--- src/rtl/bound_flasher_gen_pkg.sv ---
// Shared definitions for the bound flasher: state encodings and direction helper.
// The phase output carries the state encoding directly, so the values below are
// externally visible and must stay fixed.
package bound_flasher_pkg;

    localparam int unsigned PHASE_W = 4;

    typedef enum logic [PHASE_W-1:0] {
        ST_IDLE  = 4'd0,
        ST_P1    = 4'd1,
        ST_P2    = 4'd2,
        ST_P3    = 4'd3,
        ST_P4    = 4'd4,
        ST_P5    = 4'd5,
        ST_P6    = 4'd6,
        ST_KICK3 = 4'd7,
        ST_KICK5 = 4'd8,
        ST_HOLD  = 4'd9
    } state_e;

    typedef enum logic [1:0] {
        DIR_NONE = 2'd0,
        DIR_UP   = 2'd1,
        DIR_DOWN = 2'd2
    } dir_e;

    // Direction the level moves on the tick that enters state s.
    function automatic dir_e state_dir(input state_e s);
        case (s)
            ST_P1, ST_P3, ST_P5:                     state_dir = DIR_UP;
            ST_P2, ST_P4, ST_P6, ST_KICK3, ST_KICK5: state_dir = DIR_DOWN;
            default:                                 state_dir = DIR_NONE;
        endcase
    endfunction

    // True for the ten defined encodings; anything else is recovered to IDLE.
    function automatic logic state_known(input state_e s);
        state_known = (s <= ST_HOLD);
    endfunction

endpackage

--- src/rtl/bound_flasher_gen_if.sv ---
// Lamp-bar control bundle between the flick source / lamp drivers and the flasher.
//   flick : start / kickback request (master -> slave)
//   pause : freeze request, present only when BF_PAUSE_EN is defined
//   lamps : thermometer-coded lamp bar (slave -> master)
//   busy  : sequence running (slave -> master)
//   phase : current state encoding (slave -> master)
interface bound_flasher_gen_if #(
    parameter int unsigned NUM_LEDS = 16
);
    import bound_flasher_pkg::*;

    logic                flick;
`ifdef BF_PAUSE_EN
    logic                pause;
`endif
    logic [NUM_LEDS-1:0] lamps;
    logic                busy;
    logic [PHASE_W-1:0]  phase;

    modport master (
        output flick,
`ifdef BF_PAUSE_EN
        output pause,
`endif
        input  lamps,
        input  busy,
        input  phase
    );

    modport slave (
        input  flick,
`ifdef BF_PAUSE_EN
        input  pause,
`endif
        output lamps,
        output busy,
        output phase
    );

endinterface

--- src/rtl/bound_flasher_gen_step.sv ---
// step_prescaler: divides clk into one step tick every STEP_DIV cycles.
//   clk   : system clock
//   reset : synchronous active-high reset
//   clr   : holds the count at 0 (used while the flasher is idle)
//   hold  : freezes the count and suppresses tick
//   tick  : high on the cycle the count sits at STEP_DIV-1
module step_prescaler #(
    parameter int unsigned STEP_DIV = 1
) (
    input  logic clk,
    input  logic reset,
    input  logic clr,
    input  logic hold,
    output logic tick
);

    localparam int unsigned   CNT_W = (STEP_DIV > 1) ? $clog2(STEP_DIV) : 1;
    localparam logic [CNT_W-1:0] CNT_LAST = CNT_W'(STEP_DIV - 1);

    logic [CNT_W-1:0] r_cnt;

    // Free-running modulo-STEP_DIV counter with clear and freeze.
    always_ff @(posedge clk) begin
        if (reset) begin
            r_cnt <= '0;
        end else if (clr) begin
            r_cnt <= '0;
        end else if (!hold) begin
            r_cnt <= (r_cnt == CNT_LAST) ? '0 : r_cnt + CNT_W'(1);
        end
    end

    assign tick = !clr && !hold && (r_cnt == CNT_LAST);

endmodule

--- src/rtl/bound_flasher_gen.sv ---
// bound_flasher_gen: six-phase up/down lamp-bar sequencer with flick kickback at
// two bounds (B1, B2). Optional freeze input enabled by defining BF_PAUSE_EN.
//   clk   : system clock, all state changes on the rising edge
//   reset : synchronous active-high reset, overrides pause and flick
//   bus   : slave modport of bound_flasher_gen_if (flick, [pause], lamps, busy, phase)
// All outputs are registered decodes of the next state, so flick has no
// combinational path to lamps/busy/phase.
module bound_flasher_gen #(
    parameter int unsigned NUM_LEDS = 16,
    parameter int unsigned B1       = 5,
    parameter int unsigned B2       = 10,
    parameter int unsigned STEP_DIV = 1
) (
    input  logic                  clk,
    input  logic                  reset,
    bound_flasher_gen_if.slave    bus
);
    import bound_flasher_pkg::*;

    localparam int unsigned      LVL_W   = $clog2(NUM_LEDS + 1);
    localparam logic [LVL_W-1:0] LVL_B1  = LVL_W'(B1);
    localparam logic [LVL_W-1:0] LVL_B2  = LVL_W'(B2);
    localparam logic [LVL_W-1:0] LVL_MAX = LVL_W'(NUM_LEDS);
    localparam logic [LVL_W-1:0] LVL_ONE = LVL_W'(1);

    state_e              r_state;
    logic [LVL_W-1:0]    r_level;
    logic [NUM_LEDS-1:0] r_lamps;
    logic                r_busy;

    state_e              w_state_nxt;
    logic [LVL_W-1:0]    w_level_nxt;
    logic [NUM_LEDS-1:0] w_lamps_nxt;
    logic                w_pause;
    logic                w_idle;
    logic                w_tick;
    logic                w_flick;

`ifdef BF_PAUSE_EN
    assign w_pause = bus.pause;
`else
    assign w_pause = 1'b0;
`endif

    assign w_flick = bus.flick;
    assign w_idle  = (r_state == ST_IDLE);

    step_prescaler #(
        .STEP_DIV (STEP_DIV)
    ) u_step (
        .clk   (clk),
        .reset (reset),
        .clr   (w_idle),
        .hold  (w_pause),
        .tick  (w_tick)
    );

    // Next state and level: IDLE starts on flick without a tick, every other
    // state decides on a tick, then the level steps toward the new state.
    always_comb begin
        w_state_nxt = r_state;
        w_level_nxt = r_level;
        if (!state_known(r_state)) begin
            w_state_nxt = ST_IDLE;
            w_level_nxt = '0;
        end else if (!w_pause) begin
            if (w_idle) begin
                if (w_flick) begin
                    w_state_nxt = ST_P1;
                end
            end else if (w_tick) begin
                case (r_state)
                    ST_P1: if (r_level == LVL_B1) w_state_nxt = ST_P2;
                    ST_P2: if (r_level == '0)     w_state_nxt = ST_P3;
                    // Kickback wins over the normal turn at B2.
                    ST_P3: begin
                        if (w_flick && (r_level == LVL_B1 || r_level == LVL_B2)) begin
                            w_state_nxt = ST_KICK3;
                        end else if (r_level == LVL_B2) begin
                            w_state_nxt = ST_P4;
                        end
                    end
                    ST_KICK3: if (r_level == '0) w_state_nxt = ST_P3;
                    ST_P4, ST_KICK5: begin
                        if (r_level == LVL_B1) begin
                            w_state_nxt = w_flick ? ST_HOLD : ST_P5;
                        end
                    end
                    ST_HOLD: if (!w_flick) w_state_nxt = ST_P5;
                    ST_P5: begin
                        if (w_flick && r_level == LVL_B2) begin
                            w_state_nxt = ST_KICK5;
                        end else if (r_level == LVL_MAX) begin
                            w_state_nxt = ST_P6;
                        end
                    end
                    ST_P6: if (r_level == LVL_ONE) w_state_nxt = ST_IDLE;
                    default: w_state_nxt = ST_IDLE;
                endcase

                case (state_dir(w_state_nxt))
                    DIR_UP:   w_level_nxt = r_level + LVL_ONE;
                    DIR_DOWN: w_level_nxt = r_level - LVL_ONE;
                    default:  w_level_nxt = r_level;
                endcase
                // The final P6 step lands on 0 as the sequence ends.
                if (w_state_nxt == ST_IDLE) begin
                    w_level_nxt = '0;
                end
            end
        end
    end

    // Thermometer decode of the next level.
    always_comb begin
        w_lamps_nxt = '0;
        for (int i = 0; i < NUM_LEDS; i++) begin
            w_lamps_nxt[i] = (LVL_W'(i) < w_level_nxt);
        end
    end

    always_ff @(posedge clk) begin
        if (reset) begin
            r_state <= ST_IDLE;
            r_level <= '0;
            r_lamps <= '0;
            r_busy  <= 1'b0;
        end else begin
            r_state <= w_state_nxt;
            r_level <= w_level_nxt;
            r_lamps <= w_lamps_nxt;
            r_busy  <= (w_state_nxt != ST_IDLE);
        end
    end

    assign bus.lamps = r_lamps;
    assign bus.busy  = r_busy;
    assign bus.phase = r_state;

endmodule

--- src/flat_wrapper.sv ---
// flat-port wrapper written by rule: the top's interface ports become plain ports
module bound_flasher_gen_flat import bound_flasher_pkg::*;
#(
    parameter int unsigned NUM_LEDS = 16,
    parameter int unsigned B1       = 5,
    parameter int unsigned B2       = 10,
    parameter int unsigned STEP_DIV = 1
)
  (clk, reset, bus_flick, bus_lamps, bus_busy, bus_phase);
  bound_flasher_gen_if #(.NUM_LEDS(NUM_LEDS)) bus_i ();
  input  logic clk;
  input  logic reset;
  input wire logic [$bits(bus_i.flick)-1:0] bus_flick;
  output wire logic [$bits(bus_i.lamps)-1:0] bus_lamps;
  output wire logic [$bits(bus_i.busy)-1:0] bus_busy;
  output wire logic [$bits(bus_i.phase)-1:0] bus_phase;
  assign bus_i.flick = bus_flick;
  assign bus_lamps = bus_i.lamps;
  assign bus_busy = bus_i.busy;
  assign bus_phase = bus_i.phase;
  bound_flasher_gen #(.NUM_LEDS(NUM_LEDS), .B1(B1), .B2(B2), .STEP_DIV(STEP_DIV)) u_core (.clk(clk), .reset(reset), .bus(bus_i));
endmodule
--- config.mk ---
export PLATFORM = sky130hd
export DESIGN_NAME = bound_flasher_gen_flat
export DESIGN_NICKNAME = d
export VERILOG_FILES = /design/src/rtl/bound_flasher_gen_pkg.sv /design/src/rtl/bound_flasher_gen_if.sv /design/src/rtl/bound_flasher_gen_step.sv /design/src/rtl/bound_flasher_gen.sv /design/src/flat_wrapper.sv
export SDC_FILE = /design/constraint.sdc
export NUM_CORES = 1
export LEC_CHECK = 0
export ABC_AREA = 1
export CORE_ASPECT_RATIO = 0.8
export CORE_MARGIN = 2
export CORE_UTILIZATION = 50
export DETAILED_ROUTE_END_ITERATION = 12
export GPL_ROUTABILITY_DRIVEN = 0
export PLACE_DENSITY = 0.84
export SYNTH_ARGS = -nofsm -noshare
export SYNTH_HDL_FRONTEND = slang
export SYNTH_SLANG_ARGS = --single-unit
--- constraint.sdc ---
create_clock -name clk -period 4.1 [get_ports clk]
set_input_delay 0.41 -clock clk [delete_from_list [all_inputs] [get_ports clk]]
set_output_delay 0.41 -clock clk [all_outputs]
set_load 0.05 [all_outputs]
==> summary.md <==
| Metric | Value |
|---|---|
| Status | `complete, no violations` |
| # IOs | `24` |
| Reg2reg path depth | `26` |
| Final Max Slew Viols | `0` |
| Hold_sp | `u_core.u_step.r_cnt$_SDFF_PP0_` |
| R2R Path Start | `u_core.r_level[0]$_SDFF_PP0_` |
| Final hold violation count | `0` |
| R2r setup slk | `630 ps` |
| Total power draw | `1.40 mW` |
| Pin count of the biggest net entering global routing | `14` |
| First drt pass iteration count | `5` |
| TNS Setup | `0 ps` |
| Final worst path period share | `84.7%` |
| DRT iter0 DRCs | `117` |
| Max-Slew Margin vs Limit | `66.0%` |
| Final worst path period need | `3470 ps` |
| Total Die Area | `0.00413 mm2` |
| Top post-synthesis cells by area | `dfxtp_1 29%, nand2_1 16%, inv_1 7.0%` |
| Hold Crit Class | `reg -> reg` |
| Initial antenna violation count | `0` |
| Avg WL per Cell | `11.1 um` |
| Total wire length | `3820 um` |
| Diode count | `0` |
| Starting Density | `52.6%` |
| Max Buffers Root-to-Sink | `2` |
| Post-CTS Setup Inserts | `0` |
| Syn avg cell area | `6.47 um2` |
| CTS tree | `built` |
| Post-synth net total | `290` |
| Reg-to-reg endpoint | `u_core.bus.lamps[12]$_SDFF_PP0_` |
| Cell family with most CP delay | `simple AND/OR/NAND/NOR gates` |
| First-pass GRT wire length | `6980 um` |
| Arrival @ worst endpoint | `3630 ps` |
| # resized after CTS | `0` |
| Worst clock skew | `2.76 ps` |
| Vias per cell | `5.08` |
| WP buf/inv | `2` |
| Mapped Cells | `280` |
| VDD IR max | `438 uV` |
| Leakage | `1.02 nW` |
| Core Area | `0.00345 mm2` |
| Startpoint Class | `flip-flop` |
| Synth warn | `0` |
| Syn-to-layout area delta | `15.3%` |
| DRC violations left | `0` |
| RSZ-0062 raised after global routing | `no` |
| Fin util | `60.7%` |
| Max incr delay on CP | `450 ps` |
| Number of global-route vias before repair | `1602` |
| Clk Tree Root Cell | `clkbuf_8` |
| Die Ht | `57.9 um` |
| Row count | `19` |
| Critical path capture point type | `flip-flop` |
| Post-synthesis sequential area ratio | `28.7%` |
| Via count | `1744` |
| Unique cell type count in the Yosys netlist | `30` |
| Crit path max fanout | `6` |
| Mapped Area | `0.00181 mm2` |
| GR Util All Layers | `21.1%` |
| # nets final | `313` |
| Max_cap viols | `0` |
| Total number of H-tree levels | `1` |
| TritonCTS buffer count | `3` |
| HPWL Detailed | `3020 um` |
| Synth area leader | `dfxtp_1` |
| Hold path depth | `4` |
| Register bit total from synthesis | `26` |
| Fmax | `288 MHz` |
| Endpoints failing setup | `0` |
| CP dominant cell by count | `nand2_1` |
| Antenna viol nets, final | `0` |
| Worst hold endpoint | `u_core.bus.phase[0]$_SDFF_PP0_` |
| Kind of critical path | `reg -> reg` |
| Critical path's slowest cell | `dfxtp_1` |
| Total grt overflow | `0` |
| Post-synth top area share | `28.7%` |
| Clock Sinks | `26` |
| Least-Margin Pin Slew | `508 ps` |
| WP data required | `4260 ps` |
| Power Dens Cells | `668 mW/mm2` |
| Clock slew at reported path FFs | `80 ps` |
| Die Wd | `71.3 um` |
| # hold bufs at CTS | `0` |
| PortBufs | `23` |
| Skew-Pair Late Insertion Delay | `270 ps` |
| Layout cells sized above 1 | `14.6%` |
-- layout make-up --
class,instances,area (um2)
multi-input combinational,204,1080
inverter,45,169
timing repair buffer,23,230
clock buffer,3,41.3
sequential,26,520
fill,309,1360
tap,42,52.6
-- worst register-to-register path: stages (launching register included) --
cell and delay (ps):
dfxtp_1 450, inv_1 170, ha_1 220, nand2_1 60
clkinv_1 100, nand3_1 140, nand2_1 100, nor2_2 140
nor2_4 60, nand2_4 90, a21oi_1 70, nor2_1 110
o21ai_0 110, nand2_1 90, ha_1 270, a21boi_0 190
o21ai_0 100, nand3_1 70, o21ai_0 70, nor2_1 100
nand2_1 70, nand2_2 70, nand2_4 90, nor2_4 160
nand2_1 90, nor2_1 110, nor2_1 70
-- synthesized netlist by cell type --
cell type  instances
nor2_1            34
o211ai_1           1
buf_4              1
a21oi_4            1
nor2_4             6
buf_6              3
nand2_1           79
nand4_1            4
ha_1               7
nor3_1             1
clkinv_1           1
nand2_2            7
o2111ai_1          1
conb_1             1
nand3_1           22
a21oi_1           11
inv_2             10
buf_2              1
a211oi_1           1
a221oi_2           1
o22ai_1            1
dfxtp_1           26
o21ai_1            1
nand3b_1           1
nand3_2            1
nor2_2             8
a21boi_0           1
nand2_4            7
inv_1             34
o21ai_0            7
-- metal layers --
| metal | GRT usage [%] | wire (um) | up-vias |
|---|---|---|---|
| met4 | 7.01 | 67 | 0 |
| met3 | 5.57 | 235 | 10 |
| li1 | - | - | 912 |
| met5 | 0 | 0 | - |
| met2 | 31.6 | 1600 | 71 |
| met1 | 29.5 | 1920 | 751 |
-- how the worst max path moves through the flow --
| stage | startpoint | slack (ps) | endpoint | cells past startpoint |
|---|---|---|---|---|
| 3_3_place_gp | bus_flick | 710 | u_core.bus.lamps[14]$_SDFF_PP0_ | 23 |
| 3_5_place_dp | bus_flick | 700 | u_core.bus.lamps[12]$_SDFF_PP0_ | 23 |
| 4_1_cts | u_core.r_level[0]$_SDFF_PP0_ | 690 | u_core.bus.lamps[12]$_SDFF_PP0_ | 26 |
| 6_report | u_core.r_level[0]$_SDFF_PP0_ | 630 | u_core.bus.lamps[12]$_SDFF_PP0_ | 26 |
| 2_1_floorplan | u_core.bus.phase[0]$_SDFF_PP0_ | 1060 | u_core.bus.lamps[10]$_SDFF_PP0_ | 22 |
| 5_1_grt | u_core.r_level[0]$_SDFF_PP0_ | 200 | u_core.bus.lamps[12]$_SDFF_PP0_ | 26 |
-- cells in the final DEF, fill, tap and decap left out, types with 3 or more instances in the layout --
cell,n
a21oi_1,11
clkbuf_8,3
clkdlybuf4s50_1,23
dfxtp_1,26
ha_1,7
inv_1,34
inv_2,10
nand2_1,79
nand2_2,7
nand2_4,7
nand3_1,22
nand4_1,4
nor2_1,34
nor2_2,8
nor2_4,6
o21ai_0,7
-- per-stage QoR --
stage               hold WS (ps)  instances  cell area, um2  worst slack (ps)
global route                 750        343            2090               195
detailed placement           675        340            2050               696
global placement             665        340            2050               715
floorplan                    480        280            1810              1060
CTS                          684        343            2090               687
finish                       687        343            2090               629
-- flip-flops by register name, indices dropped and copies added, names as in the netlist --
signal,flops
u_core.r_level,4
u_core.bus.busy,1
u_core.bus.phase,4
u_core.u_step.r_cnt,1
u_core.bus.lamps,16
-- report_power, final --
part / internal (mW) / switching, mW / total, mW
clock network: 0.0658 / 0.0708 / 0.137
logic: 0.290 / 0.608 / 0.899
registers: 0.312 / 0.0487 / 0.361
-- cells by family after synthesis --
| kind of cell | synth area share (%) |
|---|---|
| compound gates | 9.04 |
| simple gates | 45.3 |
| flops | 28.7 |
| other cells | 0.207 |
| buf+inv | 11.9 |
| fa+ha+maj | 4.83 |
Note: power is estimated with default switching activity, not from simulation.
==> patch: new RTL, same settings <==
`NUM_LEDS` is set to 16 in 3 places; all go to 32.
--- a/src/rtl/bound_flasher_gen_if.sv
+++ b/src/rtl/bound_flasher_gen_if.sv
@@ -6,5 +6,5 @@
 //   phase : current state encoding (slave -> master)
 interface bound_flasher_gen_if #(
-    parameter int unsigned NUM_LEDS = 16
+    parameter int unsigned NUM_LEDS = 32
 );
     import bound_flasher_pkg::*;
--- a/src/rtl/bound_flasher_gen.sv
+++ b/src/rtl/bound_flasher_gen.sv
@@ -7,5 +7,5 @@
 // combinational path to lamps/busy/phase.
 module bound_flasher_gen #(
-    parameter int unsigned NUM_LEDS = 16,
+    parameter int unsigned NUM_LEDS = 32,
     parameter int unsigned B1       = 5,
     parameter int unsigned B2       = 10,
--- a/src/flat_wrapper.sv
+++ b/src/flat_wrapper.sv
@@ -2,5 +2,5 @@
 module bound_flasher_gen_flat import bound_flasher_pkg::*;
 #(
-    parameter int unsigned NUM_LEDS = 16,
+    parameter int unsigned NUM_LEDS = 32,
     parameter int unsigned B1       = 5,
     parameter int unsigned B2       = 10,
Interface: changed (resized bus_lamps); port bits go from 24 to 40. The function was not compared with the original's and may differ.
==> patch against the original RTL <==
- count of clock-buffer cells in the layout up 2
- worst setup slack got worse by 0.23 ns
- critical path depth is 4 lower
- non-clock buffer count up 16
- die area is 27% higher
- synthesized area rose by 29%
- utilization rose by 2.2 points
- sequential cell count up 17
- via count grew 34%
- routed wire length grew 42%
- design area increased by 36%
- sequential share of layout area increased by 5.3 points
Power is left out: the tool's default activity adds up to more than one toggle a clock period on the data nets, which glitch-free logic cannot reach.
==> patch: results (changes against the original RTL) <==
Compound-Gate Fraction of Synth Area=0.0832 (was 0.0904); Iter 0 DRT Violations=231 (was 117); buffers added on ports=39 (was 23); Num CTS Buffers=5 (was 3); Top FF cell, synth=dfxtp_1 (unchanged); Clock Skew=0.00475 ns (was 0.00276 ns); number of H-tree levels=2 (was 1); GRT Util Overall=0.227 (was 0.211); max FFs per register=32 (was 16); register area share after synthesis=0.369 (was 0.287); Ys Warns=0 (unchanged); DP Wirelength=4200 um (was 3020 um); FILL cells=399 (was 309); Synth cell types=29 (was 30); vias in the first global route=2107 (was 1602); slew margin rel.=0.432 (was 0.660); first-pass GRT wire length=9390 um (was 6980 um); Worst path max stage delay=0.36 ns (was 0.45 ns); FF-to-FF End=u_core.bus.lamps[26] (was u_core.bus.lamps[12]); average wire per standard cell=11.9 um (was 11.1 um); WHS Path Cells=2 (was 4); Critical R2R Launch=u_core.r_level[1] (was u_core.r_level[0]); Post-Synth Adder-Cell Area=0.0376 (was 0.0483); status=finished, final reports clean (unchanged); Post-synth top cells=90 x nand2_1, 65 x nor2_1, 43 x dfxtp_1, 42 x inv_1, 27 x nand3_1 (was 79 x nand2_1, 34 x inv_1, 34 x nor2_1, 26 x dfxtp_1, 22 x nand3_1); setup slack, reg-to-reg=0.40 ns (was 0.63 ns); vias per cell=5.14 (was 5.08); Hold Path End=u_core.bus.phase[1] (was u_core.bus.phase[0]); Nets=406 (was 313); Clock Latency Late Sink=0.29 ns (was 0.27 ns); top cells by area, synth=dfxtp_1 37%, nand2_1 14%, nor2_1 10% (was dfxtp_1 29%, nand2_1 16%, inv_1 7.0%); crit path max fanout=10 (was 6); CTS tree=built (unchanged); net count after synthesis=365 (was 290); largest net degree at the start of global routing=15 (was 14); layout cells sized above 1=0.0985 (was 0.146); cells on worst reg2reg path=22 (was 26); Post-synth ARST share=0 (unchanged); CP arrival=3.89 ns (was 3.63 ns)
## patch: how the worst max path moves through the flow
stage                                   start                    to
after global routing        u_core.r_level[1]  u_core.bus.lamps[26]
after detailed placement            bus_flick  u_core.bus.lamps[26]
after floorplan           u_core.bus.phase[2]  u_core.bus.lamps[24]
after global placement              bus_flick  u_core.bus.lamps[26]
after CTS                   u_core.r_level[1]  u_core.bus.lamps[26]
final                       u_core.r_level[1]  u_core.bus.lamps[26]
## patch: cell type report
cell class                 instances  area share
inverter                          49      0.0667
tap                               60      0.0263
multi-input combinational        258       0.439
sequential                        43       0.302
clock inverter                     2     0.00482
timing repair buffer              39       0.137
clock buffer                       5      0.0241
## patch: kinds of logic after synthesis
logic type,Yosys count
buffers and inverters,54
adder cells (fa/ha/maj),7
AO/OA/AOI/OAI,35
other,1
flip-flops,43
AND/OR/NAND/NOR,215
## patch: metal layers
metal | vias up | track usage | wire (um)
li1 | 1188 | - | -
met1 | 1020 | 0.338 | 2570
met2 | 116 | 0.330 | 2220
met3 | 18 | 0.0501 | 538
met4 | 0 | 0.0593 | 95
met5 | - | 0 | 0
## patch: worst min-delay path, cell delays in order (launching register included)
cell	delay [ns]
dfxtp_1	0.35
o211ai_1	0.11
inv_1	0.07
## patch: stage by stage
step	instance area [sq um]	hold WS, ns	instances	setup slack (ns)
3_5_place_dp	2760	0.555	449	0.366
2_1_floorplan	2330	0.503	355	0.846
4_1_cts	2850	0.573	456	0.422
3_3_place_gp	2760	0.572	449	0.470
6_report	2850	0.569	456	0.403
5_1_grt	2850	0.623	456	0.0255
## patch: what timing repair did
| item | in CTS | in global routing |
|---|---|---|
| gates resized for setup | 0 | 3 |
| endpoints found under the setup margin | 0 | 9 |
| endpoints found under the hold margin | 0 | 0 |
